**src/rtl/cartesian_to_polar_if.sv**
```systemverilog
// ============================================================================
// cartesian_to_polar_if : start/done request and result bundle for cartesian_to_polar
// Revision: 1.0
// ============================================================================
`default_nettype none

interface cartesian_to_polar_if;
  logic        start;
  logic [8:0]  x_value;
  logic [8:0]  y_value;
  logic [11:0] r_theta;
  logic        busy;
  logic        done;

  modport master (
    output start,
    output x_value,
    output y_value,
    input  r_theta,
    input  busy,
    input  done
  );

  modport slave (
    input  start,
    input  x_value,
    input  y_value,
    output r_theta,
    output busy,
    output done
  );
endinterface

`default_nettype wire

```
**src/rtl/cartesian_to_polar.sv**
```systemverilog
// ============================================================================
// cartesian_to_polar : sign-magnitude (x,y) to packed {theta[3:0], r[7:0]} word
// Revision: 1.0
// ============================================================================
`default_nettype none

module cartesian_to_polar (
  input  wire logic            clock,
  input  wire logic            reset_n,
  cartesian_to_polar_if.slave  bus
);

  typedef enum logic [1:0] {
    IDLE = 2'd0,
    LOAD = 2'd1,
    CALC = 2'd2,
    DONE = 2'd3
  } state_t;

  localparam logic [3:0] LAST_ITER = 4'd8;
  localparam logic [3:0] NUM_THR   = 4'd6;

  state_t       state_q,   state_d;
  logic [7:0]   x_mag_q,   x_mag_d;
  logic         x_neg_q,   x_neg_d;
  logic [7:0]   y_mag_q,   y_mag_d;
  logic [17:0]  rad_q,     rad_d;
  logic [8:0]   root_q,    root_d;
  logic [9:0]   rem_q,     rem_d;
  logic [2:0]   q_cnt_q,   q_cnt_d;
  logic [3:0]   iter_q,    iter_d;
  logic [11:0]  r_theta_q, r_theta_d;

  logic [11:0]  rem_shift;
  logic [11:0]  trial;
  logic [10:0]  thr;
  logic [18:0]  y_scaled;
  logic [18:0]  x_scaled;
  logic [3:0]   theta;

  always_comb begin
    state_d   = state_q;
    x_mag_d   = x_mag_q;
    x_neg_d   = x_neg_q;
    y_mag_d   = y_mag_q;
    rad_d     = rad_q;
    root_d    = root_q;
    rem_d     = rem_q;
    q_cnt_d   = q_cnt_q;
    iter_d    = iter_q;
    r_theta_d = r_theta_q;

    // One restoring square-root step: bring down the next radicand bit pair
    rem_shift = {rem_q, rad_q[17:16]};
    trial     = {1'b0, root_q, 2'b01};

    case (iter_q)
      4'd0:    thr = 11'd34;
      4'd1:    thr = 11'd106;
      4'd2:    thr = 11'd196;
      4'd3:    thr = 11'd334;
      4'd4:    thr = 11'd618;
      4'd5:    thr = 11'd1944;
      default: thr = 11'd0;
    endcase
    y_scaled = {3'b000, y_mag_q, 8'h00};
    x_scaled = 19'(x_mag_q) * 19'(thr);
    theta    = x_neg_q ? 4'(4'd12 - {1'b0, q_cnt_q}) : {1'b0, q_cnt_q};

    case (state_q)
      IDLE, DONE: begin
        state_d = IDLE;
        if (bus.start) begin
          state_d = LOAD;
          x_mag_d = bus.x_value[7:0];
          // Negative zero is folded to positive; a negative y lands on the x axis
          x_neg_d = bus.x_value[8] && (bus.x_value[7:0] != 8'd0);
          y_mag_d = bus.y_value[8] ? 8'd0 : bus.y_value[7:0];
        end
      end
      LOAD: begin
        state_d = CALC;
        rad_d   = {1'b0, 17'(x_mag_q) * 17'(x_mag_q) + 17'(y_mag_q) * 17'(y_mag_q)};
        root_d  = 9'd0;
        rem_d   = 10'd0;
        q_cnt_d = 3'd0;
        iter_d  = 4'd0;
      end
      CALC: begin
        rad_d  = {rad_q[15:0], 2'b00};
        iter_d = iter_q + 4'd1;
        if (rem_shift >= trial) begin
          rem_d  = 10'(rem_shift - trial);
          root_d = {root_q[7:0], 1'b1};
        end else begin
          rem_d  = rem_shift[9:0];
          root_d = {root_q[7:0], 1'b0};
        end
        if ((iter_q < NUM_THR) && (y_scaled > x_scaled)) begin
          q_cnt_d = q_cnt_q + 3'd1;
        end
        if (iter_q == LAST_ITER) begin
          state_d   = DONE;
          r_theta_d = {theta, root_d[8] ? 8'hFF : root_d[7:0]};
        end
      end
      default: state_d = IDLE;
    endcase
  end

  always_ff @(posedge clock or negedge reset_n) begin
    if (!reset_n) begin
      state_q   <= IDLE;
      x_mag_q   <= 8'd0;
      x_neg_q   <= 1'b0;
      y_mag_q   <= 8'd0;
      rad_q     <= 18'd0;
      root_q    <= 9'd0;
      rem_q     <= 10'd0;
      q_cnt_q   <= 3'd0;
      iter_q    <= 4'd0;
      r_theta_q <= 12'h000;
    end else begin
      state_q   <= state_d;
      x_mag_q   <= x_mag_d;
      x_neg_q   <= x_neg_d;
      y_mag_q   <= y_mag_d;
      rad_q     <= rad_d;
      root_q    <= root_d;
      rem_q     <= rem_d;
      q_cnt_q   <= q_cnt_d;
      iter_q    <= iter_d;
      r_theta_q <= r_theta_d;
    end
  end

  assign bus.r_theta = r_theta_q;
  assign bus.busy    = (state_q == LOAD) || (state_q == CALC);
  assign bus.done    = (state_q == DONE);

endmodule

`default_nettype wire

```
**src/flat_wrapper.sv**
```systemverilog
// flat-port wrapper written by rule: the top's interface ports become plain ports
module cartesian_to_polar_flat 
  (clock, reset_n, bus_start, bus_x_value, bus_y_value, bus_r_theta, bus_busy, bus_done);
  cartesian_to_polar_if bus_i ();
  input  wire logic clock;
  input  wire logic reset_n;
  input wire logic [$bits(bus_i.start)-1:0] bus_start;
  input wire logic [$bits(bus_i.x_value)-1:0] bus_x_value;
  input wire logic [$bits(bus_i.y_value)-1:0] bus_y_value;
  output wire logic [$bits(bus_i.r_theta)-1:0] bus_r_theta;
  output wire logic [$bits(bus_i.busy)-1:0] bus_busy;
  output wire logic [$bits(bus_i.done)-1:0] bus_done;
  assign bus_i.start = bus_start;
  assign bus_i.x_value = bus_x_value;
  assign bus_i.y_value = bus_y_value;
  assign bus_r_theta = bus_i.r_theta;
  assign bus_busy = bus_i.busy;
  assign bus_done = bus_i.done;
  cartesian_to_polar u_core (.clock(clock), .reset_n(reset_n), .bus(bus_i));
endmodule
```
**config.mk**
```make
export PLATFORM = sky130hd
export DESIGN_NAME = cartesian_to_polar_flat
export DESIGN_NICKNAME = d
export VERILOG_FILES = /design/src/rtl/cartesian_to_polar_if.sv /design/src/rtl/cartesian_to_polar.sv /design/src/flat_wrapper.sv
export SDC_FILE = /design/constraint.sdc
export NUM_CORES = 1
export LEC_CHECK = 0
export ABC_AREA = 1
export CORE_MARGIN = 5
export CORE_UTILIZATION = 45
export CTS_CLUSTER_DIAMETER = 30
export DETAILED_ROUTE_END_ITERATION = 7
export PLACE_DENSITY_LB_ADDON = 0.1
export SYNTH_ARGS = -nofsm -noshare
export SYNTH_HDL_FRONTEND = slang
export SYNTH_SLANG_ARGS = --single-unit
```
**constraint.sdc**
```tcl
create_clock -name clock -period 12.9 [get_ports clock]
set_input_delay 1.935 -clock clock [delete_from_list [all_inputs] [get_ports clock]]
set_output_delay 1.935 -clock clock [all_outputs]
set_load 0.1 [all_outputs]
```
* After elaboration in Yosys (flattened, before gate mapping)
Cells that the tools add are included.
Word-level totals: bits in read-only memories 0, bits in latches 0, output and inout bits 14, logic and storage cells 59, input port bits 21, memories 0, bits in registers 75, bits in writable memories 0
Cells by class: mux-type cells 16, order comparisons 3, eq/ne operators 11, multiply operators 3, shift-type cells 0, add/subtract/negate cells 5, div/mod/pow operators 0, reductions and logical operators 11, bitwise gates (word level) 0
Operators by type and width (count):
- $pmux W11 S6 | 1
- $pmux W18 S2 | 1
- $mul A8 B8 Y16 | 2
- $pmux W10 S2 | 1
- $gt A16 B19 Y1 | 1
- $mul A8 B11 Y19 | 1
- $pmux W9 S2 | 1
- $add A16 B16 Y17 | 1
- $mux W8 | 2
- $ge A12 B11 Y1 | 1
- $mux W10 | 1
- $sub A10 B10 Y10 | 1
- $mux W9 | 1
- $eq A4 B2 Y1 const B | 2
- $eq A4 B3 Y1 const B | 2
- $pmux W4 S2 | 1
- $reduce_bool A8 Y1 | 1
- $pmux W2 S3 | 1
- $pmux W3 S2 | 1
- $reduce_and A2 Y1 | 3
- $add A4 B1 Y4 const B | 1
- $eq A2 B2 Y1 const B | 2
- $eq A4 B1 Y1 const B | 1
- $eq A4 B4 Y1 const B | 1
- 15 further kinds | 18

* Longest topological paths before layout
depth after elaboration 7, depth in mapped cells 35, depth with buffers taken out 35

* Worst setup path after synthesis
Ideal clock, no wire load.
path type flip-flop to flip-flop, start point register u_core.iter_q[1], end point register u_core.q_cnt_q[0], slack 7296 ps, period minus slack after synthesis 5604 ps, library setup time 118 ps, path buffers 0, cell stages (with the launch flop) 34, arrival 5487 ps, required time 12782 ps, path through dfrtp_1 > inv_1 > ha_1 > nand2_1 > inv_1 > a21oi_1 > nor2_1 > fa_1 > inv_1 > fa_1 > inv_1 > fa_1 > inv_1 > fa_1 > inv_1 > ha_1 > nand2_1 > inv_2 > nand2_1 > nand2_1 > a31oi_1 > xor2_1 > ha_1 > nand2_1 > nor2_1 > nand2_1 > nand2_1 > nand2_1 > nand2_1 > nand3_1 > nor2_4 > nand3_2 > nand3_1 > nand2_1
Between the ends: longest elaborated chain between the ends 7, elaborated cells on any way between the ends 13, those cells by class mul: 1; order compare: 2; eq/ne: 6; mux: 1; reduce/logical: 3
Ends and longest elaborated chain:
- start, declared | line cartesian_to_polar.sv:31 | logic [3:0] iter_q, iter_d;
- start signal, assigned | line cartesian_to_polar.sv:132 | iter_q <= iter_d;
- $eq A4 B3 Y1, or another cell as far along | line cartesian_to_polar.sv:57 | case (iter_q)
- $pmux W11 S6 | line cartesian_to_polar.sv:57
- $mul A8 B11 Y19 | line cartesian_to_polar.sv:67 | x_scaled = 19'(x_mag_q) * 19'(thr);
- $gt A16 B19 Y1 | line cartesian_to_polar.sv:99 | if ((iter_q < NUM_THR) && (y_scaled > x_scaled)) begin
- $logic_and A1 B1 Y1 * | line cartesian_to_polar.sv:99
- $ne A2 B1 Y1 (no source line) *
- $reduce_and A2 Y1 (no source line) *
- end signal, assigned | line cartesian_to_polar.sv:131 | q_cnt_q <= q_cnt_d;
- end, declared | line cartesian_to_polar.sv:30 | logic [2:0] q_cnt_q, q_cnt_d;
Every way passes the cells marked *; elsewhere a longest branch is shown, timed or not. A chain may end at the register's enable or synchronous reset.

* Final worst setup path
start point register u_core.iter_q[1], end point register u_core.q_cnt_q[2]
Same word-level chain as after synthesis.

==> results <==
- The synthesis warning total is 0.
- For this run, design rule violations remaining after detail routing come to 0.
- The synthesized netlist devotes 8.53% of its cell area to compound gates.
- The die footprint is 0.0257 sq mm.
- The placement row count is 55.
- The number of buffers on the longest clock path is 2.
- The count of distinct cell types in the synthesized netlist is 43.
- The initial detailed-routing violation count is just under 400.
- The fraction of final layout cells with drive strength greater than 1 is 4.52%.
- After clock tree synthesis, the clock-pin slew on the worst setup and hold paths is roughly 0.060 ns.
- Registers take ~0.0019 sq mm.
- The root buffer selected by CTS is clkbuf_16.
- The overall global routing resource usage is between 10% and 20%.
- The post-CTS setup repair buffer count is 0.
- For this run the aggregate overflow at the end of global routing stands at 0.
- The required time of the critical path is about 13 ns.
- The post-synthesis net count is 1550.
- The worst hold path terminates at u_core.bus.r_theta[9]$_DFFE_PN0P_.
- The average wire per cell in the routed design is ~15 um.
- The area share of fa/ha/maj cells after synthesis is approximately 39%.
- Multiplexer cells account for 0% of the synthesized area.
- The summed instance area of the synthesized netlist is roughly 0.010 sq mm.
- The number of antenna violations at the first check in global routing is 0.
- The initial core utilization is ~45%.
- The clock reaches the later pin of the worst-skew pair after ~0.34 ns.
- The launch instance of the worst min-delay path is u_core.bus.r_theta[9]$_DFFE_PN0P_.
- The reported max-cap violation count is 0.
- The final hold violation count is 0.
- The worst hold path passes through 2 cells.
- Setup total negative slack on the finished layout was measured at 0 ns.
- After synthesis, the largest family of logic cells by area is adder cells.
- The timing-limited maximum frequency is about 160 MHz.
- For this run, the leading register cell type out of synthesis is dfrtp_1.
- The first global-routing pass estimated 40800 um of wire.
- The final layout contains routed wiring with a total length of 23600 um.
- Summing the areas of all and, or, nand and nor instances in the mapped netlist gives 18.4% of the synthesized area.
- Once the clock tree was built, the resizer swapped 0 gates to a different size.
- At the end of the flow, the number of nets in the layout was around 1.6k.
- Input and output buffers added on the ports amount to 34.
- The final-layout fill cell count is ~2.3k.
- The non-filler instance count after layout is between 1.5k and 2k.
- Setup repair after global routing left no endpoint under its margin.
- The worst setup path is captured at a flop.
- Measured against its own limit, the worst slew margin works out to 33.6%.
- The cell count after placement is about 1.6k.
- 35 I/O pins were placed.
- The number of max-slew violations in the final report is 0.
- Entering global routing, the biggest net connects 73 pins.
- For this design, the slowest cell found on the critical path is a21oi_1.
- On the worst path, the slowest cell contributes a delay of 0.56 ns.
- The area of the placeable core is 0.0224 sq mm.
- The worst setup path category is reg2reg.
- Counting flops with an async set or reset pin after synthesis yields a share of 100%.
- The number of hold buffers added after CTS is 0.
- For the worst flop-to-flop path, the logic depth is 33.
- The type of origin of the critical path is a flop.
- The height of the die is ~160 um.
- The setup slack of the most critical reg-to-reg path is about 6.7 ns.
- Summed over all nets, the half-perimeter wirelength after detailed placement is about 19000 um.
- The pre-antenna-repair detailed-routing pass consisted of 5 iterations.
- In this run the critical register-to-register path is launched from u_core.iter_q[1]$_DFFE_PN0N_.
- The via count of the routed design is 7842.
- The worst flop-to-flop path endpoint is u_core.q_cnt_q[2]$_DFFE_PN0P_.
- The area added between synthesis and finish is 8.64%.
- The arrival time at the worst endpoint is between 6 and 7 ns.
- At the pin with the least slew margin, the transition time is 0.992 ns.
- The H-tree generated during clock tree synthesis spans 3 levels.
- The synthesized design contains 75 register bits.
- The number of setup violations in the final report is 0.
- The count of flip-flops with a built-in enable after synthesis is 0.
- The number of cells produced by synthesis is between 1k and 1.5k.
- The clock tree from TritonCTS is yes.
- Buffers inserted during clock tree synthesis total 9.
- The time the final worst path needs with I/O delays and setup is roughly 6.2 ns.
- The repair_antennas step left the layout with diodes totalling 0.
- The number of sinks handled by clock tree synthesis is 75.
- The share of the Yosys chip area taken by registers is 18.4%.
- The detail route stage leaves a number of antenna-violating nets equal to 0.
- The routability-driven placement congestion ratio is between 0.8 and 0.9.
- The xor and xnor fraction of the mapped netlist area is 2.67%.
- The ratio of routed vias to standard cells is around 4.9.
- The share of the clock period used by the worst path after layout is 48.4%.
- A synthesized cell averages about 7.9 sq um.
- The run finished with clean final reports.
- The number of global-route vias before repair is around 8.1k.
- The cell that appears most often on the critical path is nand2_1.
- Across the routed clock network, the largest skew measured is around 0.0075 ns.
- The multi-input combinational cells in the finished layout cover a total of approximately 0.007 sq mm.
- The maximum fanout along the worst path is 8.
- The width of the die is 160 um.
- The kind of path behind the tightest hold check is reg2reg.
Yosys cell counts, types with 2 or more instances:
cell       instances  area (sq um)
inv_1            293          1100
nand2_1          250           938
fa_1             124          2480
ha_1             122          1530
nor2_1           108           405
dfrtp_1           75          1880
o21ai_0           54           270
nand3_1           43           215
a21oi_1           38           190
clkbuf_1          29           109
xor2_1            20           175
xnor2_1           11          96.3
inv_2             10          37.5
nand4_1           10          62.6
o211ai_1          10          75.1
o21ai_1            9          45.0
o22ai_1            9          56.3
a2bb2oi_1          8          70.1
nand2_2            7          43.8
nor3_1             6          30.0
a31oi_1            4          25.0
clkinv_1           4          15.0
nand3_2            4          40.0
o21bai_1           4          30.0
nor2_4             3          33.8
nor3_2             3          30.0
nor4_1             3          18.8
a21o_1             2          15.0
buf_1              2          7.51
nand3b_1           2          15.0
nor2_2             2          12.5
o21a_1             2          15.0
o21ai_2            2          17.5
area by class of cell:
type	count	share of cell area, %
Multi-Input combinational cell	867	63.5
Sequential cell	75	17.0
Inverter	308	10.5
Timing Repair Buffer	38	3.32
Tap cell	285	3.22
Clock buffer	9	2.04
Clock inverter	7	0.531
layout by cell type (no fill, tap or decap), types with 5 or more instances in the layout:
cell type,n
nand4_1,10
nand2_1,250
o21ai_1,9
inv_1,293
fa_1,124
clkbuf_16,9
o22ai_1,9
a2bb2oi_1,8
xor2_1,20
inv_2,10
o21ai_0,54
a21oi_1,38
nand3_1,43
buf_4,5
o211ai_1,10
nor2_1,108
nand2_2,7
ha_1,122
nor3_1,6
clkdlybuf4s50_1,33
xnor2_1,11
dfrtp_1,75
registers in the layout (all words and copies together), names as in the netlist:
name                count
u_core.rad_q           18
u_core.bus.r_theta     12
u_core.rem_q           10
u_core.root_q           9
u_core.x_mag_q          8
u_core.y_mag_q          8
u_core.iter_q           4
u_core.q_cnt_q          3
u_core.state_q          2
u_core.x_neg_q          1
layer usage:
metal | global-route usage (%) | part of all wire [%] | vias up
li1 | - | - | 3953
met3 | 2.93 | 3.7 | 13
met5 | 0 | 0 | -
met4 | 2.93 | 0.94 | 0
met2 | 31.7 | 46 | 125
met1 | 28.1 | 49 | 3751
cell families (layout without fill, tap and decap cells):
logic type                 count (synthesis)  after routing
DFF                                       75             75
buffers and inverters                    341            362
xor gates and xnor gates                  31             31
adders and majority gates                246            246
AOI/OAI and AO/OA                        147            147
and+or+nand+nor                          443            443
worst max-delay path by stage:
stage | startpoint | to | depth (start not counted)
finish | u_core.iter_q[1]$_DFFE_PN0N_ | u_core.q_cnt_q[2]$_DFFE_PN0P_ | 33
floorplan | u_core.iter_q[1]$_DFFE_PN0N_ | u_core.q_cnt_q[0]$_DFFE_PN0P_ | 33
global route | u_core.iter_q[0]$_DFFE_PN0N_ | u_core.q_cnt_q[1]$_DFFE_PN0P_ | 31
CTS | u_core.iter_q[1]$_DFFE_PN0N_ | u_core.q_cnt_q[1]$_DFFE_PN0P_ | 33
global placement | u_core.iter_q[1]$_DFFE_PN0N_ | u_core.q_cnt_q[0]$_DFFE_PN0P_ | 33
detailed placement | u_core.iter_q[1]$_DFFE_PN0N_ | u_core.q_cnt_q[1]$_DFFE_PN0P_ | 33
stage by stage:
stage	hold WS [ns]	utilization (%)	worst slack (ns)	instance area, sq um
after floorplan	0.452	-	7.30	10200
after global placement	0.469	48.1	6.82	10800
after detailed placement	0.478	48.1	6.70	10800
after CTS	0.493	49.3	6.67	11100
after global routing	0.517	49.3	6.20	11100
final	0.488	49.3	6.65	11100
critical path: cells and delay by family, from the launching register on:
kind | cells | cell delay [ns]
and+or+nand+nor | 16 | 1.45
buffers and inverters | 7 | 0.42
DFF | 1 | 0.41
adders and majority gates | 7 | 3.00
AOI/OAI and AO/OA | 2 | 0.75
xor gates and xnor gates | 1 | 0.09
Power is left out: the tool's default activity adds up to more than one toggle a clock period on the data nets, which glitch-free logic cannot reach.
